## config.mk

```make
export PLATFORM = sky130hd
export DESIGN_NAME = ctrl_pipe
export DESIGN_NICKNAME = d
export VERILOG_FILES = /design/src/rtl/ctrl_pkg.sv /design/src/rtl/ctrl_decode.sv /design/src/rtl/ctrl_pipe.sv
export SDC_FILE = /design/constraint.sdc
export NUM_CORES = 1
export LEC_CHECK = 0
export ABC_AREA = 1
export BUFFER_PORTS_ARGS = -buffer_cell sky130_fd_sc_hd__clkbuf_2
export CAP_MARGIN = 10
export CELL_PAD_IN_SITES_DETAIL_PLACEMENT = 1
export CELL_PAD_IN_SITES_GLOBAL_PLACEMENT = 2
export CORE_MARGIN = 2
export CORE_UTILIZATION = 26
export CTS_BUF_LIST = sky130_fd_sc_hd__clkbuf_2 sky130_fd_sc_hd__clkbuf_4 sky130_fd_sc_hd__clkbuf_8
export CTS_CLUSTER_DIAMETER = 150
export DETAILED_ROUTE_END_ITERATION = 6
export PLACE_DENSITY = 0.95
export SLEW_MARGIN = 20
export SYNTH_ARGS = -nofsm -noshare
export SYNTH_HDL_FRONTEND = slang
export SYNTH_SLANG_ARGS = --single-unit
```

## constraint.sdc

```tcl
create_clock -name clk -period 3 [get_ports clk]
set_input_delay 0.75 -clock clk [delete_from_list [all_inputs] [get_ports clk]]
set_output_delay 0.75 -clock clk [all_outputs]
set_load 0.02 [all_outputs]
```

## src/rtl/ctrl_pkg.sv

```systemverilog
// ctrl_pkg: shared types and constants for the RV32 control pipeline.
// Holds the ctrl_t control word, opcode values, field encodings and the
// all-zero bubble word used for flushes and reset.
package ctrl_pkg;

  // Opcodes recognised by the decoder
  localparam logic [6:0] OP_R      = 7'b0110011;
  localparam logic [6:0] OP_I      = 7'b0010011;
  localparam logic [6:0] OP_LOAD   = 7'b0000011;
  localparam logic [6:0] OP_STORE  = 7'b0100011;
  localparam logic [6:0] OP_LUI    = 7'b0110111;
  localparam logic [6:0] OP_AUIPC  = 7'b0010111;
  localparam logic [6:0] OP_BRANCH = 7'b1100011;
  localparam logic [6:0] OP_JAL    = 7'b1101111;
  localparam logic [6:0] OP_JALR   = 7'b1100111;

  // aluop encodings
  localparam logic [1:0] ALUOP_ADD    = 2'b00;
  localparam logic [1:0] ALUOP_BRANCH = 2'b01;
  localparam logic [1:0] ALUOP_FUNCT  = 2'b10;

  // resultsrc encodings
  localparam logic [1:0] RES_ALU = 2'b00;
  localparam logic [1:0] RES_MEM = 2'b01;
  localparam logic [1:0] RES_PC4 = 2'b10;

  // wdsel encodings
  localparam logic [1:0] WD_RESULT = 2'b00;
  localparam logic [1:0] WD_LOAD   = 2'b01;
  localparam logic [1:0] WD_IMM    = 2'b10;
  localparam logic [1:0] WD_PC_IMM = 2'b11;

  // immsrc encodings
  localparam logic [2:0] IMM_I = 3'b000;
  localparam logic [2:0] IMM_B = 3'b001;
  localparam logic [2:0] IMM_S = 3'b010;
  localparam logic [2:0] IMM_J = 3'b011;
  localparam logic [2:0] IMM_U = 3'b100;

  // Field order is MSB first: alusrc is bit 15, illegal is bit 0.
  typedef struct packed {
    logic       alusrc;
    logic [1:0] aluop;
    logic       regwrite;
    logic [2:0] immsrc;
    logic       memwrite;
    logic [1:0] wdsel;
    logic [1:0] resultsrc;
    logic       jumpsel;
    logic       branch;
    logic       jump;
    logic       illegal;
  } ctrl_t;

  // No register write, no memory write, no redirect.
  localparam ctrl_t CTRL_BUBBLE = '0;

endpackage

```

## src/rtl/ctrl_decode.sv

```systemverilog
// ctrl_decode: combinational opcode decoder.
// Ports:
//   i_op_d   - opcode of the instruction in ID
//   o_ctrl_d - decoded control word; unknown opcodes give bubble + illegal
// JUMP_EN=0 turns jal/jalr into illegal instructions.
module ctrl_decode
  import ctrl_pkg::*;
#(
  parameter bit JUMP_EN = 1'b1
) (
  input  logic [6:0] i_op_d,
  output ctrl_t      o_ctrl_d
);

  always_comb begin
    o_ctrl_d = CTRL_BUBBLE;
    case (i_op_d)
      OP_R: begin
        o_ctrl_d.aluop    = ALUOP_FUNCT;
        o_ctrl_d.regwrite = 1'b1;
      end
      OP_I: begin
        o_ctrl_d.alusrc   = 1'b1;
        o_ctrl_d.aluop    = ALUOP_FUNCT;
        o_ctrl_d.regwrite = 1'b1;
      end
      OP_LOAD: begin
        o_ctrl_d.alusrc    = 1'b1;
        o_ctrl_d.regwrite  = 1'b1;
        o_ctrl_d.wdsel     = WD_LOAD;
        o_ctrl_d.resultsrc = RES_MEM;
      end
      OP_STORE: begin
        o_ctrl_d.alusrc   = 1'b1;
        o_ctrl_d.immsrc   = IMM_S;
        o_ctrl_d.memwrite = 1'b1;
      end
      OP_LUI: begin
        o_ctrl_d.regwrite = 1'b1;
        o_ctrl_d.immsrc   = IMM_U;
        o_ctrl_d.wdsel    = WD_IMM;
      end
      OP_AUIPC: begin
        o_ctrl_d.regwrite = 1'b1;
        o_ctrl_d.immsrc   = IMM_U;
        o_ctrl_d.wdsel    = WD_PC_IMM;
      end
      OP_BRANCH: begin
        o_ctrl_d.aluop  = ALUOP_BRANCH;
        o_ctrl_d.immsrc = IMM_B;
        o_ctrl_d.branch = 1'b1;
      end
      OP_JAL: begin
        if (JUMP_EN) begin
          o_ctrl_d.regwrite  = 1'b1;
          o_ctrl_d.immsrc    = IMM_J;
          o_ctrl_d.resultsrc = RES_PC4;
          o_ctrl_d.jump      = 1'b1;
        end else begin
          o_ctrl_d.illegal = 1'b1;
        end
      end
      OP_JALR: begin
        if (JUMP_EN) begin
          o_ctrl_d.alusrc    = 1'b1;
          o_ctrl_d.regwrite  = 1'b1;
          o_ctrl_d.resultsrc = RES_PC4;
          o_ctrl_d.jumpsel   = 1'b1;
          o_ctrl_d.jump      = 1'b1;
        end else begin
          o_ctrl_d.illegal = 1'b1;
        end
      end
      default: o_ctrl_d.illegal = 1'b1;
    endcase
  end

endmodule

```

## src/rtl/ctrl_pipe.sv

```systemverilog
// ctrl_pipe: control-word pipeline (EX/MEM/WB) with hazard unit.
// Ports:
//   clk, reset          - clock, synchronous active-high reset
//   op_d, rs1_d, rs2_d  - opcode and source registers of the ID instruction
//   rd_e, pcsrc_e       - destination register and redirect from EX
//   immsrc_d            - immediate format for ID (combinational)
//   ctrl_e/m/w          - registered control words for EX, MEM, WB
//   stall_f, stall_d    - hold PC and IF/ID
//   flush_d, flush_e    - clear IF/ID, insert bubble into EX
//   illegal_w           - pulse while an illegal instruction is in WB
module ctrl_pipe
  import ctrl_pkg::*;
#(
  parameter bit          JUMP_EN = 1'b1,
  parameter bit          TRAP_EN = 1'b1,
  parameter int unsigned REG_AW  = 5
) (
  input  logic              clk,
  input  logic              reset,
  input  logic [6:0]        op_d,
  input  logic [REG_AW-1:0] rs1_d,
  input  logic [REG_AW-1:0] rs2_d,
  input  logic [REG_AW-1:0] rd_e,
  input  logic              pcsrc_e,
  output logic [2:0]        immsrc_d,
  output ctrl_t             ctrl_e,
  output ctrl_t             ctrl_m,
  output ctrl_t             ctrl_w,
  output logic              stall_f,
  output logic              stall_d,
  output logic              flush_d,
  output logic              flush_e,
  output logic              illegal_w
);

  ctrl_t r_ctrl_e, r_ctrl_m, r_ctrl_w;
  ctrl_t w_ctrl_dec;
  logic  w_lduse;

  ctrl_decode #(
    .JUMP_EN (JUMP_EN)
  ) u_decode (
    .i_op_d   (op_d),
    .o_ctrl_d (w_ctrl_dec)
  );

  // A load in EX whose destination feeds the ID instruction; x0 never hazards.
  assign w_lduse = (r_ctrl_e.resultsrc == RES_MEM) && (rd_e != '0) &&
                   ((rd_e == rs1_d) || (rd_e == rs2_d));

  // A redirect wins over load-use: the dependent instruction is being discarded.
  assign flush_d = pcsrc_e;
  assign flush_e = pcsrc_e | w_lduse;
  assign stall_f = w_lduse & ~pcsrc_e;
  assign stall_d = w_lduse & ~pcsrc_e;

  always_ff @(posedge clk) begin
    if (reset) begin
      r_ctrl_e <= CTRL_BUBBLE;
      r_ctrl_m <= CTRL_BUBBLE;
      r_ctrl_w <= CTRL_BUBBLE;
    end else begin
      r_ctrl_e <= flush_e ? CTRL_BUBBLE : w_ctrl_dec;
      r_ctrl_m <= r_ctrl_e;
      r_ctrl_w <= r_ctrl_m;
    end
  end

  assign immsrc_d  = w_ctrl_dec.immsrc;
  assign ctrl_e    = r_ctrl_e;
  assign ctrl_m    = r_ctrl_m;
  assign ctrl_w    = r_ctrl_w;
  assign illegal_w = TRAP_EN & r_ctrl_w.illegal;

endmodule

```

==> impl_metrics.json <==
{
  "cp_slowest_cell": "nor2_1",
  "hold_class": "reg -> reg",
  "gp_congestion": 0.8010,
  "reg2reg_setup_slack_ns": 1.86,
  "finish.instance_area_sq_um": 2177,
  "syn_nets": 247,
  "grt_pass1_vias": 1406,
  "post-synth-top-area-fraction_pct": 50.95,
  "setup_viol": 0,
  "clock-sinks": 42,
  "worstPathCellList": "clkbuf_2 > inv_1 > nand3_1 > nor2_1 > inv_1 > nor2_1 > nor2_1 > inv_1 > clkbuf_2",
  "ctsResizeCount": 0,
  "min_period_ns": 2.552,
  "synth_area_leaders": "dfxtp_1 51%, inv_1 13%, nor2_1 11%",
  "syn_area_per_cell_sq_um": 7.434,
  "path_buf_inv": 5,
  "r2r_cells": 6,
  "synth_top_area_cell": "dfxtp_1",
  "nets": 318,
  "wl_per_cell_microns": 10.35,
  "vias": 1426,
  "startpoint_type": "input port",
  "min_period_over_period_pct": 85.05,
  "hold-worst-slack_ns": 0.4201,
  "cts_root_buf": "clkbuf_8",
  "timing.fmax_mhz": 391.9,
  "maxSlewHeadroom_pct": 62.69,
  "timing.final.ws_setup_ns": 0.4484,
  "postPlaceCellArea_sq_um": 2034,
  "worstHoldEndpoint": "ctrl_m[14]",
  "grt_usage_pct": 11.38,
  "critPathMaxFanout": 4,
  "worst_slew_pin_slew_ns": 0.5597,
  "status": "complete, no violations",
  "path_clk_slew_ns": 0.08,
  "grt_remaining_overflow": 0,
  "io_pins": 81,
  "grt_max_degree": 30,
  "powerDensity_nw_per_um2": 539.6,
  "die_w_microns": 83.67,
  "fin_tns_setup_ns": 0,
  "clk_latency_ns": 0.28,
  "post_cts_buffers": 0,
  "finClkSkew_ns": 0.006095,
  "yosysWarnings": 0,
  "antenna_cells": 0,
  "cts_buffer_depth": 2,
  "start_util_pct": 26.44,
  "maxSlewViolCount": 0,
  "critPathRequiredTime_ns": 2.25,
  "htree_levels": 2,
  "drtIter0Drc": 43,
  "timing.rr.end": "ctrl_e[5]",
  "drc": 0,
  "io_buffers": 80,
  "syn_to_final_growth_pct": 31.92,
  "path_class": "in -> out",
  "min_from": "ctrl_e[14]",
  "numCtsBuffers": 5,
  "synth.distinct_cells": 17,
  "dp_hpwl_microns": 3279,
  "dieHeight_microns": 83.67,
  "final_util_pct": 34.88,
  "hold_depth": 2,
  "path_delay_family": "simple AND/OR/NAND/NOR gates",
  "cts_tree": "built",
  "core_sq_um": 6241,
  "grt_pass1_wl_microns": 6437,
  "peakVddDrop_uv": 256.1,
  "vias_per_cell": 3.844,
  "yosysSeqAreaShare_pct": 50.95,
  "syn_area_sq_um": 1650,
  "postRouteAntennaNets": 0,
  "maxCapViolations": 0,
  "postSynthCellCount": 222,
  "worstPathArrival_ns": 1.80,
  "rows": 29,
  "end_kind": "output port",
  "wl_microns": 3841,
  "hold_viol": 0,
  "place_ws_ns": 0.4451,
  "cts_hold_buf": 0,
  "critPathMaxStageDelay_ns": 0.21,
  "antenna_found_initial": 0,
  "drive_gt1_share_pct": 34.01,
  "dieArea_sq_um": 7001,
  "r2r-start": "ctrl_e[5]",
  "leakage_nw": 1.157,
  "drtPass1Iterations": 4,
  "ys_ff_latch": 42,
  "rsz0062_at_grt": "false"
}
## worst max-delay path by stage
stage | slack [ns] | to | cells after the start | from
after global routing | 0.28 | immsrc_d[0] | 9 | op_d[4]
after CTS | 0.44 | immsrc_d[0] | 9 | op_d[4]
after detailed placement | 0.45 | immsrc_d[0] | 9 | op_d[4]
after global placement | 0.51 | immsrc_d[1] | 9 | op_d[4]
final | 0.45 | immsrc_d[0] | 9 | op_d[4]
after floorplan | 0.54 | stall_f | 9 | rd_e[1]
## power breakdown
| part | internal, mW | leakage (nW) | switching (mW) |
|---|---|---|---|
| registers | 0.560 | 0.339 | 0.00139 |
| clock network | 0.355 | 0.0714 | 0.181 |
| logic | 0.0279 | 0.747 | 0.0501 |
| total | 0.943 | 1.16 | 0.232 |
## cells in the mapped netlist
cell type and number:
xnor2_1 2, inv_1 58, buf_4 12, nand3_1 7, nor2_4 1, nand2_2 1
clkbuf_1 3, nor3_1 3, nor2_1 49, a211oi_1 1, nand3b_1 1, nand2_1 29
buf_6 1, nand4_1 2, nand3_4 1, nor2_2 9, dfxtp_1 42
## cells in the final DEF (no fill, tap or decap)
cell / netlist / layout
a211oi_1: 1 / 1
nor2_2: 9 / 9
inv_1: 58 / 58
nand3_1: 7 / 7
nor2_4: 1 / 1
clkbuf_2: 0 / 80
clkbuf_8: 0 / 6
nand2_2: 1 / 1
nor2_1: 49 / 49
nand3_4: 1 / 1
xnor2_1: 2 / 2
nand2_1: 29 / 29
nand4_1: 2 / 2
nor3_1: 3 / 3
nand3b_1: 1 / 1
bufinv_16: 0 / 2
dfxtp_1: 42 / 42
## flip-flops by register name, indices dropped and copies added (netlist names)
register   count
ctrl_m        14
ctrl_e        14
illegal_w      1
ctrl_w        13
## routing by layer
| metal | GRT usage (%) | wire [microns] | vias to the layer above |
|---|---|---|---|
| met5 | 0 | 0 | - |
| met4 | 3.519 | 35 | 0 |
| met3 | 2.374 | 193 | 2 |
| met2 | 20.51 | 2040 | 40 |
| met1 | 13.46 | 1572 | 632 |
| li1 | - | - | 752 |
## kinds of logic (layout without fill, tap and decap cells)
kind of cell | Yosys count | after routing | synth area share, %
and+or+nand+nor | 103 | 103 | 27.52
DFF | 42 | 42 | 50.95
buffers and inverters | 74 | 146 | 20.02
xor gates and xnor gates | 2 | 2 | 1.062
AOI/OAI and AO/OA | 1 | 1 | 0.4551
## cell type report
cell class              count  area (sq um)
well taps                  77         96.34
inverters                  58         217.7
multi-input cells         106         479.2
clock buffers               6         82.58
flip-flops and latches     42         840.8
repair buffers             80         400.4
clock inverters             2         60.06
fillers                   814          4064
## worst min-delay path, delay by kind of cell (launching register included)
kind,cells,cell delay (ns)
flip-flops,1,0.31
buffers and inverters,1,0.05
AND/OR/NAND/NOR,1,0.03
## per-stage QoR
step,power [mW],std cells
final,1.175,371
after global routing,1.225,371
after CTS,1.188,371
after detailed placement,0.6538,363
after global placement,0.6504,363
after floorplan,0.6218,222
No activity file was read; power rests on OpenSTA's default activity.
